===== src/rtl/conv_pkg.sv =====
// Shared LSU request types used by conv_lsu_arbiter and conv_unit.
//   lsu_req_id_t : which requester owns an in-flight read (core or conv_unit)
//   lsu_req_t    : one memory request as presented to the LSU port
package conv_pkg;

  typedef enum logic {
    REQ_CORE = 1'b0,
    REQ_CONV = 1'b1
  } lsu_req_id_t;

  typedef struct packed {
    logic        wr;
    logic [31:0] addr;
    logic [31:0] wdata;
    logic [3:0]  mask;
  } lsu_req_t;

  localparam logic [3:0] FULL_MASK = 4'hF;

  // Build a read request; reads always enable every byte lane.
  function automatic lsu_req_t make_read(input logic [31:0] addr);
    lsu_req_t r;
    r.wr    = 1'b0;
    r.addr  = addr;
    r.wdata = '0;
    r.mask  = FULL_MASK;
    return r;
  endfunction

endpackage


===== src/rtl/conv_tag_fifo.sv =====
// Synchronous FIFO of requester IDs, one entry per in-flight read.
//   clk, rst    : clock, synchronous active-high reset (empties the FIFO)
//   push, din   : enqueue an ID (ignored when full)
//   pop, dout   : dequeue the head ID (ignored when empty); dout shows the head
//   count       : registered occupancy, full/empty derived from it
module conv_tag_fifo
  import conv_pkg::*;
#(
  parameter int unsigned DEPTH = 4
) (
  input  logic                       clk,
  input  logic                       rst,
  input  logic                       push,
  input  lsu_req_id_t                din,
  input  logic                       pop,
  output lsu_req_id_t                dout,
  output logic [$clog2(DEPTH):0]     count,
  output logic                       full,
  output logic                       empty
);

  localparam int unsigned AW = $clog2(DEPTH);

  lsu_req_id_t   store [DEPTH];
  logic [AW-1:0] wr_ptr;
  logic [AW-1:0] rd_ptr;
  logic          do_push;
  logic          do_pop;

  assign full    = (count == (AW+1)'(DEPTH));
  assign empty   = (count == '0);
  assign do_push = push & ~full;
  assign do_pop  = pop & ~empty;
  assign dout    = store[rd_ptr];

  // Storage carries no reset; only the pointers and count define validity.
  always_ff @(posedge clk) begin
    if (do_push) begin
      store[wr_ptr] <= din;
    end
  end

  always_ff @(posedge clk) begin
    if (rst) begin
      wr_ptr <= '0;
      rd_ptr <= '0;
      count  <= '0;
    end else begin
      if (do_push) begin
        wr_ptr <= wr_ptr + 1'b1;
      end
      if (do_pop) begin
        rd_ptr <= rd_ptr + 1'b1;
      end
      case ({do_push, do_pop})
        2'b10:   count <= count + 1'b1;
        2'b01:   count <= count - 1'b1;
        default: count <= count;
      endcase
    end
  end

endmodule


===== src/rtl/conv_lsu_arbiter.sv =====
// Shares the single data-memory LSU port between the core load/store pipeline
// (requester 0) and the conv_unit operand fetcher (requester 1).
// Fixed priority to the core; conv_unit is promoted after waiting STARVE_LIMIT
// consecutive cycles. Read responses come back in order and are routed to the
// owning requester via an internal requester-ID FIFO.
//   clk, rst              : clock, synchronous active-high reset
//   core_*                : core request (read or write) and read-data return
//   conv_*                : conv_unit read request and read-data return
//   mem_*                 : memory-side request and in-order read response
//   outstanding_o         : number of reads in flight
//   err_o                 : sticky, a response arrived with nothing outstanding
module conv_lsu_arbiter
  import conv_pkg::*;
#(
  parameter int unsigned MAX_OUTSTANDING = 4,
  parameter int unsigned STARVE_LIMIT    = 8
) (
  input  logic                               clk,
  input  logic                               rst,
  input  logic                               core_req_i,
  input  logic                               core_wr_i,
  input  logic [31:0]                        core_addr_i,
  input  logic [31:0]                        core_wdata_i,
  input  logic [3:0]                         core_mask_i,
  output logic                               core_req_ready_o,
  output logic                               core_data_valid_o,
  output logic [31:0]                        core_data_o,
  input  logic                               conv_req_i,
  input  logic [31:0]                        conv_addr_i,
  output logic                               conv_req_ready_o,
  output logic                               conv_data_valid_o,
  output logic [31:0]                        conv_data_o,
  output logic                               mem_req_o,
  output logic                               mem_wr_o,
  output logic [31:0]                        mem_addr_o,
  output logic [31:0]                        mem_wdata_o,
  output logic [3:0]                         mem_mask_o,
  input  logic                               mem_req_ready_i,
  input  logic                               mem_data_valid_i,
  input  logic [31:0]                        mem_data_i,
  output logic [$clog2(MAX_OUTSTANDING):0]   outstanding_o,
  output logic                               err_o
);

  localparam int unsigned WW = $clog2(STARVE_LIMIT + 1);

  logic          fifo_full;
  logic          fifo_empty;
  lsu_req_id_t   head_id;
  lsu_req_id_t   push_id;

  logic          core_ok;
  logic          conv_ok;
  logic          promote;
  logic          grant_conv;
  logic          accept;
  logic          push;
  logic          pop;
  logic          stray;

  logic [WW-1:0] wait_cnt;

  lsu_req_t      core_req;
  lsu_req_t      conv_req;
  lsu_req_t      sel_req;

  // Eligibility: writes never occupy a tag slot, so only reads stall on full.
  // Everything is gated by rst so no request/ready/valid escapes during reset.
  assign core_ok    = ~rst & core_req_i & (core_wr_i | ~fifo_full);
  assign conv_ok    = ~rst & conv_req_i & ~fifo_full;
  assign promote    = (wait_cnt >= WW'(STARVE_LIMIT));
  assign grant_conv = conv_ok & (promote | ~core_ok);

  assign mem_req_o  = core_ok | conv_ok;
  assign accept     = mem_req_o & mem_req_ready_i;

  assign core_req_ready_o = accept & ~grant_conv;
  assign conv_req_ready_o = accept & grant_conv;

  always_comb begin
    core_req       = '0;
    core_req.wr    = core_wr_i;
    core_req.addr  = core_addr_i;
    core_req.wdata = core_wr_i ? core_wdata_i : '0;
    core_req.mask  = core_wr_i ? core_mask_i : FULL_MASK;
    conv_req       = make_read(conv_addr_i);
    sel_req        = grant_conv ? conv_req : core_req;
  end

  assign mem_wr_o    = sel_req.wr;
  assign mem_addr_o  = sel_req.addr;
  assign mem_wdata_o = sel_req.wdata;
  assign mem_mask_o  = sel_req.mask;

  // Only accepted reads get a tag; writes never produce a response.
  assign push    = accept & (grant_conv | ~core_wr_i);
  assign push_id = grant_conv ? REQ_CONV : REQ_CORE;

  // A response with no tag outstanding is dropped and flagged.
  assign pop   = ~rst & mem_data_valid_i & ~fifo_empty;
  assign stray = ~rst & mem_data_valid_i & fifo_empty;

  conv_tag_fifo #(
    .DEPTH (MAX_OUTSTANDING)
  ) u_tag_fifo (
    .clk   (clk),
    .rst   (rst),
    .push  (push),
    .din   (push_id),
    .pop   (pop),
    .dout  (head_id),
    .count (outstanding_o),
    .full  (fifo_full),
    .empty (fifo_empty)
  );

  assign core_data_valid_o = pop & (head_id == REQ_CORE);
  assign conv_data_valid_o = pop & (head_id == REQ_CONV);
  assign core_data_o       = mem_data_i;
  assign conv_data_o       = mem_data_i;

  // Counts consecutive cycles conv_unit is kept waiting; saturates at the limit.
  always_ff @(posedge clk) begin
    if (rst) begin
      wait_cnt <= '0;
    end else if (~conv_req_i | conv_req_ready_o) begin
      wait_cnt <= '0;
    end else if (~promote) begin
      wait_cnt <= wait_cnt + 1'b1;
    end
  end

  always_ff @(posedge clk) begin
    if (rst) begin
      err_o <= 1'b0;
    end else if (stray) begin
      err_o <= 1'b1;
    end
  end

endmodule


===== config.mk =====
export PLATFORM = sky130hd
export DESIGN_NAME = conv_lsu_arbiter
export DESIGN_NICKNAME = d
export VERILOG_FILES = /design/src/rtl/conv_pkg.sv /design/src/rtl/conv_tag_fifo.sv /design/src/rtl/conv_lsu_arbiter.sv
export SDC_FILE = /design/constraint.sdc
export NUM_CORES = 1
export LEC_CHECK = 0
export BUFFER_PORTS_ARGS = -buffer_cell sky130_fd_sc_hd__buf_2
export CAP_MARGIN = 40
export CORE_AREA = 3 3 107 109
export DETAILED_ROUTE_END_ITERATION = 8
export DIE_AREA = 0 0 110 112
export PLACE_DENSITY = 0.66
export SLEW_MARGIN = 20
export SYNTH_ARGS = -nofsm -noshare
export SYNTH_HDL_FRONTEND = slang
export SYNTH_SLANG_ARGS = --single-unit
export TNS_END_PERCENT = 1

===== constraint.sdc =====
create_clock -name clk -period 5.2 [get_ports clk]
set_input_delay 0.52 -clock clk [delete_from_list [all_inputs] [get_ports clk]]
set_output_delay 0.52 -clock clk [all_outputs]
set_load 0.02 [all_outputs]

# After elaboration in Yosys (flattened, before gate mapping)
# Memories as Yosys holds them, arrays and structs flattened. A register that Yosys moved wholly into a read port is not among the register bits.
# Index checks and enable logic that the tools add are counted.
[classes] n_addsub=5 magnitude_cmp=1 n_eq_ne=3 n_mux=9 n_bitwise=29 reduce_logical=3
[op_table] cell="69-bit two-way mux" n=1
[op_table] cell="32-bit two-way mux" n=1
[op_table] cell="1-bit AND" n=16
[op_table] cell="1-bit inverter" n=8
[op_table] cell="3-bit case mux with 2 select lines" n=1
[op_table] cell="1-bit OR" n=5
[op_table] cell="2-bit by 1-bit adder with 2-bit output (second input constant)" n=2
[op_table] cell="4-bit by 1-bit adder with 4-bit output (second input constant)" n=1
[op_table] cell="4-bit >= comparator (second input constant)" n=1
[op_table] cell="2-bit two-way mux" n=2
[op_table] cell="4-bit two-way mux" n=1
[op_table] cell="3-bit by 1-bit adder with 3-bit output (second input constant)" n=1
[op_table] cell="3-bit == test (second input constant)" n=1
[op_table] cell="3-bit zero test" n=1
[op_table] cell="1-bit two-way mux" n=3
[op_table] cell="3-bit by 1-bit subtractor with 3-bit output (second input constant)" n=1
[op_table] cell="2-bit by 1-bit == test with 1-bit output (second input constant)" n=1
[op_table] cell="2-bit == test (second input constant)" n=1
[op_table] cell="2-bit nonzero test" n=1
[op_table] cell="2-bit OR reduction" n=1
[word_totals] reg_bits=12 mem_bits_rw=4 in_bits=139 elab_cells=56 n_memories=1
[memory_table] name="u_tag_fifo.store" words=4 width=1 read_ports=1 rd_clocked_by_memory_dff=1 wr=1 line="conv_tag_fifo.sv:24" text="lsu_req_id_t store [DEPTH];"

# Longest topological paths before layout
# Gate-level depths: netlist of the first run.
[depth] word_depth=12 ltp_mapped=11 mapped_depth_nobuf=10

# Hierarchy
# From an unflattened synthesis of the first run, not the netlist that was laid out.
[hier_totals] hier_cells=241 hier_area_um2=2082.0
[by_module_without_submodules] module="conv_lsu_arbiter" n_inst=1 cells_each=182 area_per_inst_um2=1463.9 seq_area_each_um2=100.1
[by_module_without_submodules] module="conv_tag_fifo" n_inst=1 cells_each=59 area_per_inst_um2=618.1 seq_area_each_um2=300.3

# Worst setup path before layout of the first run
# Ideal clock, no wire load.
[synth_path] path_kind="register to register" start="reg u_tag_fifo.count[2]" end="reg u_tag_fifo.count[2]" setup_time_ns=0.070 arrival_time_ns=2.393 required_ns=5.130 path_slack_ns=2.736 stages_incl_launch_ff=12 n_path_buf=1 cell_sequence="dfxtp_1 -> or3b_1 -> buf_2 -> nand2_2 -> nor3_1 -> inv_1 -> ha_1 -> inv_1 -> fa_1 -> xor2_1 -> or3_1 -> a21oi_1"
[synth_via] elab_chain_len=12 word_cells_on_any_way=23 classes_between="add/sub (2); eq/ne (3); mux (1); bitwise (15); reduce/logical (2)"
[synth_lines] item="from (decl)" line="conv_tag_fifo.sv:17" text="output logic [$clog2(DEPTH):0] count,"
[synth_lines] item="from (signal assigned)" line="conv_tag_fifo.sv:56" text="2'b10: count <= count + 1'b1;"
[synth_lines] item="from (signal assigned)" line="conv_tag_fifo.sv:57" text="2'b01: count <= count - 1'b1;"
[synth_lines] item="from (signal assigned)" line="conv_tag_fifo.sv:58" text="default: count <= count;"
[synth_lines] item="3-bit == test" line="conv_tag_fifo.sv:30" text="assign full = (count == (AW+1)'(DEPTH));"
[synth_lines] item="1-bit inverter" line="conv_tag_fifo.sv:32, conv_lsu_arbiter.sv:69, conv_lsu_arbiter.sv:70"
[synth_lines] item="1-bit OR" line="conv_lsu_arbiter.sv:69" text="assign core_ok = ~rst & core_req_i & (core_wr_i | ~fifo_full);"
[synth_lines] item="1-bit AND" line="conv_lsu_arbiter.sv:69"
[synth_lines] item="1-bit inverter" line="conv_lsu_arbiter.sv:72" text="assign grant_conv = conv_ok & (promote | ~core_ok);"
[synth_lines] item="1-bit OR" line="conv_lsu_arbiter.sv:72"
[synth_lines] item="1-bit AND" line="conv_lsu_arbiter.sv:72"
[synth_lines] item="1-bit OR" line="conv_lsu_arbiter.sv:96" text="assign push = accept & (grant_conv | ~core_wr_i);"
[synth_lines] item="1-bit AND" line="conv_lsu_arbiter.sv:96"
[synth_lines] item="1-bit AND" line="conv_tag_fifo.sv:32" text="assign do_push = push & ~full;"
[synth_lines] item="2-bit by 1-bit == test with 1-bit output or 2-bit == test (tied branches)" line="conv_tag_fifo.sv:55" text="case ({do_push, do_pop})"
[synth_lines] item="3-bit case mux with 2 select lines or 2-bit nonzero test (tied branches)"
# Several ways; a longest one is shown, not always the timed one.
# A chain may end at the register's enable or synchronous reset.

# Worst setup path after layout of the first run
[layout_path] start="in rst" end="out mem_addr_o[5]"
[layout_via] elab_chain_len=7 word_cells_on_any_way=9 classes_between="mux (1); bitwise (8)"
[layout_lines] item="from (decl)" line="conv_lsu_arbiter.sv:19" text="input logic rst,"
[layout_lines] item="1-bit inverter *" line="conv_lsu_arbiter.sv:69, conv_lsu_arbiter.sv:70"
[layout_lines] item="1-bit AND (2 in a row)" line="conv_lsu_arbiter.sv:69"
[layout_lines] item="1-bit inverter" line="conv_lsu_arbiter.sv:72"
[layout_lines] item="1-bit OR" line="conv_lsu_arbiter.sv:72"
[layout_lines] item="1-bit AND *" line="conv_lsu_arbiter.sv:72"
[layout_lines] item="69-bit two-way mux *" line="conv_lsu_arbiter.sv:87" text="sel_req = grant_conv ? conv_req : core_req;"
[layout_lines] item="to (decl)" line="conv_lsu_arbiter.sv:35" text="output logic [31:0] mem_addr_o,"
# Mark *: on every way between the ends. The rest lies on a longest branch, timed or not.

==> results_dict.tcl, run 1 <==
set metrics [dict create \
    hold_end "err_o$_SDFFE_PP0P_" \
    netlist_top_cells_area "buf_4, mux2_2, dfxtp_1, and3_1, edfxtp_1" \
    start_util_pct 19.66 \
    required_ns 4.68 \
    viasPerCell 4.166 \
    die_h_um 112 \
    cts.sinks 18 \
    synthFlopType "dfxtp_1" \
    cts_hold_buffers 0 \
    maxSlewViolCount 0 \
    netlist_area_um2 2103 \
    min_period_ns 3.029 \
    mostFrequentLayoutCells "buf_2, and3_1, mux2_2" \
    die_area_um2 12320 \
    num_antenna_cells 0 \
    synth.distinct_cells 38 \
    cp_slowest_stage_delay_ns 0.51 \
    synth_enable_flop_cells 4 \
    min-delay-start "err_o$_SDFFE_PP0P_" \
    max_clock_freq_mhz 330.1 \
    holdPathStages 2 \
    grt_pass1_vias 2025 \
    postSynthAreaPerCell_um2 8.515 \
    ys_seq_area_share_pct 19.04 \
    timing.rr.start "u_tag_fifo.count[2]$_SDFFE_PP0P_" \
    cts_buffer_depth 2 \
    fin_skew_ns 0.001568 \
    first_iter_violations 58 \
    io_pins 281 \
    num_rows 38 \
    power_density_nw_per_um2 170.2 \
    path_class "input pin to output port" \
    startpoint_type "input pin" \
    htreeDepth 1 \
    rsz0062_at_grt "false" \
    drc 0 \
    antenna_found_initial 1 \
    cap_viol_max_count 0 \
    clkLatencyLatePin_ns 0.25 \
    reg2reg_depth 10 \
    post_cts_resized 0 \
    die_w_um 110 \
    clockRootBuffer "clkbuf_8" \
    crit_top_cell "buf_2" \
    slowest_stage "nand3_2" \
    cp.arrival_ns 2.51 \
    grt_pass1_wl_um 10030 \
    dr_total_vias 2083 \
    peakVddDrop_mv 0.09073 \
    path_cells "buf_2 -> nor2b_1 -> nand3_2 -> buf_4 -> mux2_2 -> buf_2" \
    synth_top_cell_area_share_pct 24.63 \
    cts_tree "yes" \
    p_total_uw 462.9 \
    io_buffers 184 \
    finalHoldViolCount 0 \
    grt_start_max_net_pins 37 \
    cts_setup_buffers 0 \
    pre_cts_ws_ns 2.140 \
    overflow 0 \
    outcome "finished clean" \
    nNetsFinal 508 \
    ff2ff_setup_slack_ns 2.67 \
    cts_made_buffers 3 \
    period_share_pct 58.25 \
    dp_hpwl_um 5944 \
    hp-class "flop to flop" \
    cp_max_fo 26 \
    routed_wl_um 7020 \
    routedWlPerCell_um 14.04 \
    slew_headroom_pct 56.23 \
    worstReg2RegEnd "u_tag_fifo.count[2]$_SDFFE_PP0P_" \
    syn_nets 394 \
    drive_above_1_share_pct 60.83 \
    setup_viol 0 \
    grtUsageTotal_pct 10.17 \
    place.gp.congestion 0.7729 \
    areaGrowthSynthToFinish_pct 29.33 \
    final_common_cell "buf_2" \
    synthCells 247 \
    power_leakage_uw 0.001490 \
    cp-end-kind "output port" \
    async_reset_ff_share_pct 0 \
    coreArea_um2 10700 \
    fin_ws_ns 2.171 \
    drtPass1Iterations 4 \
    ant_nets 0 \
    synth_area_leader_cell "buf_4" \
    tightest_slew_ns 0.6551 \
    fin_setup_tns_ns 0 \
    ys_ff_latch 18 \
    yosys_warnings 0 \
    clk_pin_slew_worst_paths_ns 0.06 \
    fin_util_pct 25.43 \
]
[cell families after synthesis]
family                     count (synthesis)  synth area share, %
buffers and inverters                     89                29.21
xor gates and xnor gates                   3                1.249
muxes                                     34                18.68
DFF                                       18                19.04
and+or+nand+nor                           78                22.01
AOI/OAI and AO/OA                         17                4.700
adders and majority gates                  8                5.116
[where the power goes]
group          switching [uW]  internal (uW)
Clock                    45.9           67.3
Sequential               4.40            147
Combinational             111           87.5
Total                     161            302
[worst max-delay path by stage]
stage,from,end,slack [ns],cells past startpoint
2_1_floorplan,u_tag_fifo.count[2]$_SDFFE_PP0P_,u_tag_fifo.count[2]$_SDFFE_PP0P_,2.74,11
3_3_place_gp,rst,mem_addr_o[10],1.86,6
3_5_place_dp,rst,mem_addr_o[5],2.14,6
4_1_cts,rst,mem_addr_o[5],2.13,6
5_1_grt,rst,mem_mask_o[0],1.94,7
6_report,rst,mem_addr_o[5],2.17,6
[layout make-up]
cell class | count | area (um^2)
inverter | 12 | 45.04
sequential | 18 | 400.4
clock buffer | 4 | 55.05
tap | 140 | 175.2
fill | 1186 | 7978
multi-input combinational | 140 | 1089
timing repair buffer | 186 | 955.9
[synth_stat cells (all sizes together), types with 3 or more instances]
cell type / instances
nor3: 3
nand2b: 3
clkbuf: 4
nor2: 7
o21ai: 5
ha: 7
a21oi: 8
nor2b: 4
edfxtp: 4
or2: 4
inv: 12
nand3: 4
nor3b: 3
dfxtp: 14
mux2: 32
and3: 33
buf: 73
nand2: 6
and2: 5
[metal layers]
metal	wire length [um]	global-route usage, %	up-vias	part of all wire, %
met2	3348	16.75	121	48
met3	785	3.014	29	11
li1	-	-	998	-
met5	8	0	-	0.11
met4	167	2.993	2	2.4
met1	2710	12.69	933	39
[per-stage QoR]
| step | hold WS, ns | instances | instance area (um^2) |
|---|---|---|---|
| finish | 0.4714 | 500 | 2720 |
| global route | 0.5251 | 500 | 2720 |
| global placement | 0.4465 | 495 | 2638 |
| floorplan | 0.4280 | 247 | 2103 |
| detailed placement | 0.4556 | 496 | 2665 |
| CTS | 0.4730 | 500 | 2720 |
[critical path, delay by kind of cell]
kind	cells	cell delay (ns)
buffers and inverters	3	0.73
muxes	1	0.30
and+or+nand+nor	2	0.94
No activity file was read; power rests on OpenSTA's default activity.
==> run 2, diff against run 1 <==
Settings changed: ABC_AREA set to 1, CORE_AREA 3 3 107 109 to 3 3 108 110, DIE_AREA 0 0 110 112 to 0 0 111 113.
Clock period 5.2 ns to 3.1 ns, I/O delays scaled along.
==> run 2 against run 1 <==
Compared with the run above:
- synthesized cell count rose by 47%
- critical endpoint is now mem_wdata_o[1]
- register-to-register slack got worse by 2.0 ns
- sequential power increased by 68%
- worst setup slack worse by 1.5 ns
==> results_dict.tcl, run 2 <==
set metrics [dict create \
    maxSlewViolCount 0 \
    synth.top_cells.by_count "nand2_1, buf_4, nor2_2, inv_1, nor2_1" \
    drtPass1Iterations 4 \
    synthCells 362 \
    outcome "finished clean" \
    rsz0062_at_grt "false" \
    worstReg2RegEnd "u_tag_fifo.count[2]$_SDFFE_PP0P_" \
    muxShareOfSynthArea_pct 0 \
    post_cts_resized 0 \
    routedWlPerCell_um 11.05 \
    die_h_um 113 \
    areaGrowthSynthToFinish_pct 27.56 \
    synth-xor-area-share_pct 0 \
    tightest_slew_ns 0.5316 \
    synth_top_cell_area_share_pct 24.96 \
    netlist_area_um2 2211 \
    synth_enable_flop_cells 4 \
    peakVddDrop_mv 0.2499 \
    io_pins 281 \
    ff2ff_setup_slack_ns 0.63 \
    final.fill_count 1228 \
    coreArea_um2 10790 \
    cts_setup_buffers 0 \
    p_int_uw 510.6 \
    path_class "flop to output port" \
    grt_start_max_net_pins 32 \
    min-delay-start "rst" \
    antenna_found_initial 0 \
    clk_pin_slew_worst_paths_ns 0.07 \
    clkLatencyLatePin_ns 0.25 \
    synthAdderAreaFrac_pct 4.867 \
    synthFlopType "dfxtp_1" \
    pre_cts_ws_ns 0.4841 \
    finalHoldViolCount 0 \
    fin_ws_ns 0.6246 \
    path_buf_inv 3 \
    grt_pass1_vias 2162 \
    start_util_pct 20.48 \
    max_clock_freq_mhz 404.0 \
    dr_total_vias 2367 \
    place.gp.congestion 0.8065 \
    power.share.switching_pct 38.78 \
    synth_top_family_by_area "simple AND/OR/NAND/NOR gates" \
    cp-end-kind "output port" \
    yosys_warnings 0 \
    nNetsFinal 624 \
    grtUsageTotal_pct 9.919 \
    required_ns 2.79 \
    fin_skew_ns 0.0008713 \
    grt_pass1_wl_um 10400 \
    cts_tree "yes" \
    setup_viol 0 \
    power_leakage_uw 0.001648 \
    reg2reg_depth 14 \
    holdPathStages 2 \
    ant_nets 0 \
    io_buffers 184 \
    synth.distinct_cells 26 \
    ys_seq_area_share_pct 18.11 \
    postSynthAreaPerCell_um2 6.107 \
    synth-simple-area-share_pct 41.48 \
    slew_headroom_pct 64.51 \
    mostFrequentLayoutCells "buf_2, nand2_1, nor2_2" \
    cp.arrival_ns 2.17 \
    first_iter_violations 86 \
    overflow 0 \
    critPathTopFamily "buffers and inverters" \
    cap_viol_max_count 0 \
    cp_slowest_stage_delay_ns 0.45 \
    yosysMostFrequentCell "nand2_1" \
    slowest_stage "inv_2" \
    cts_buffer_depth 2 \
    drive_above_1_share_pct 49.16 \
    syn_nets 509 \
    period_share_pct 79.85 \
    startpoint_type "flop" \
    path_cells "nor2_2 -> nand3_1 -> nand3_2 -> nand2_4 -> inv_2 -> buf_4 -> nor2_1 -> buf_2" \
    cts_hold_buffers 0 \
    fin_setup_tns_ns 0 \
    viasPerCell 3.843 \
    ys_ff_latch 18 \
    num_antenna_cells 0 \
    async_reset_ff_share_pct 0 \
    synth_area_leader_cell "nand2_1" \
    die_w_um 111 \
    cts.sinks 18 \
    pwr-share-seq_pct 30.7 \
    clockRootBuffer "clkbuf_8" \
    power_density_nw_per_um2 295.7 \
    num_rows 38 \
    drc 0 \
    cp_max_fo 31 \
    timing.rr.start "u_tag_fifo.count[1]$_SDFFE_PP0P_" \
    htreeDepth 1 \
    power.switching_uw 323.5 \
    routed_wl_um 6809 \
    min_period_ns 2.475 \
    netlist_top_cells_area "nand2_1, buf_4, dfxtp_1, nor2_2, edfxtp_1" \
    synth-compound-area-share_pct 4.697 \
    cts_made_buffers 3 \
    final_common_cell "buf_2" \
    dp_hpwl_um 5825 \
    die_area_um2 12540 \
    pwr-share-clk_pct 23.0 \
    hold_end "u_tag_fifo.count[1]$_SDFFE_PP0P_" \
    share_comb_of_total_power_pct 46.3 \
    hp-class "input pin to flop" \
]
run 2: changes by cell type after synthesis, moves of 5 or more:
cell	change
mux2_2	-25
nor2_2	+29
inv_1	+11
mux2_1	-7
or2_2	+5
nand2_1	+142
nor2_1	+13
and3_1	-32
run 2: area by class of cell:
type,count,area [um^2],area share [%]
clock buffer,4,55.05,1.952
timing repair buffer,188,963.4,34.16
sequential,18,400.4,14.20
tap,140,175.2,6.211
inverter,26,97.59,3.461
multi-input combinational,240,1129,40.02
run 2: routing by layer:
layer	track usage (%)	share of wire, %	vias to the layer above
li1	-	-	1244
met1	11.73	41	978
met2	16.95	47	139
met3	4.332	11	6
met4	1.724	0.62	0
met5	0	0	-
run 2: through the flow:
| step | utilization (%) | instances | total power (uW) | hold WS, ns | cell area [um^2] |
|---|---|---|---|---|---|
| detailed placement | 25.62 | 612 | 651.4 | 0.4435 | 2765 |
| global placement | 25.62 | 612 | 649.5 | 0.4392 | 2765 |
| floorplan | - | 362 | 615.3 | 0.3824 | 2211 |
| CTS | 26.13 | 616 | 844.2 | 0.2457 | 2820 |
| global route | 26.13 | 616 | 891.0 | 0.2488 | 2820 |
| finish | 26.13 | 616 | 834.1 | 0.2474 | 2820 |
run 2: worst max path at each step:
stage                                                start                                to  slack [ns]  cells past startpoint
after floorplan           u_tag_fifo.count[1]$_SDFFE_PP0P_  u_tag_fifo.count[2]$_SDFFE_PP0P_        0.93                     13
after global placement                           core_wr_i  u_tag_fifo.count[2]$_SDFFE_PP0P_        0.54                     14
after detailed placement                         core_wr_i  u_tag_fifo.count[2]$_SDFFE_PP0P_        0.48                     14
after CTS                 u_tag_fifo.count[1]$_SDFFE_PP0P_                    mem_addr_o[30]        0.58                      9
after global routing      u_tag_fifo.count[1]$_SDFFE_PP0P_  u_tag_fifo.count[2]$_SDFFE_PP0P_        0.33                     14
final                     u_tag_fifo.count[1]$_SDFFE_PP0P_                    mem_wdata_o[1]        0.62                      8
run 2: cells by family after synthesis:
| kind of cell | Yosys count |
|---|---|
| DFF | 18 |
| adders and majority gates | 8 |
| AOI/OAI and AO/OA | 19 |
| and+or+nand+nor | 213 |
| buffers and inverters | 104 |
run 2: power groups by stage:
stage | combinational, uW | clock (uW) | sequential, uW
after floorplan | 350 | 0 | 266
after global routing | 426 | 207 | 258
after global placement | 388 | 0 | 261
after CTS | 391 | 197 | 256
after detailed placement | 390 | 0 | 261
final | 386 | 192 | 256
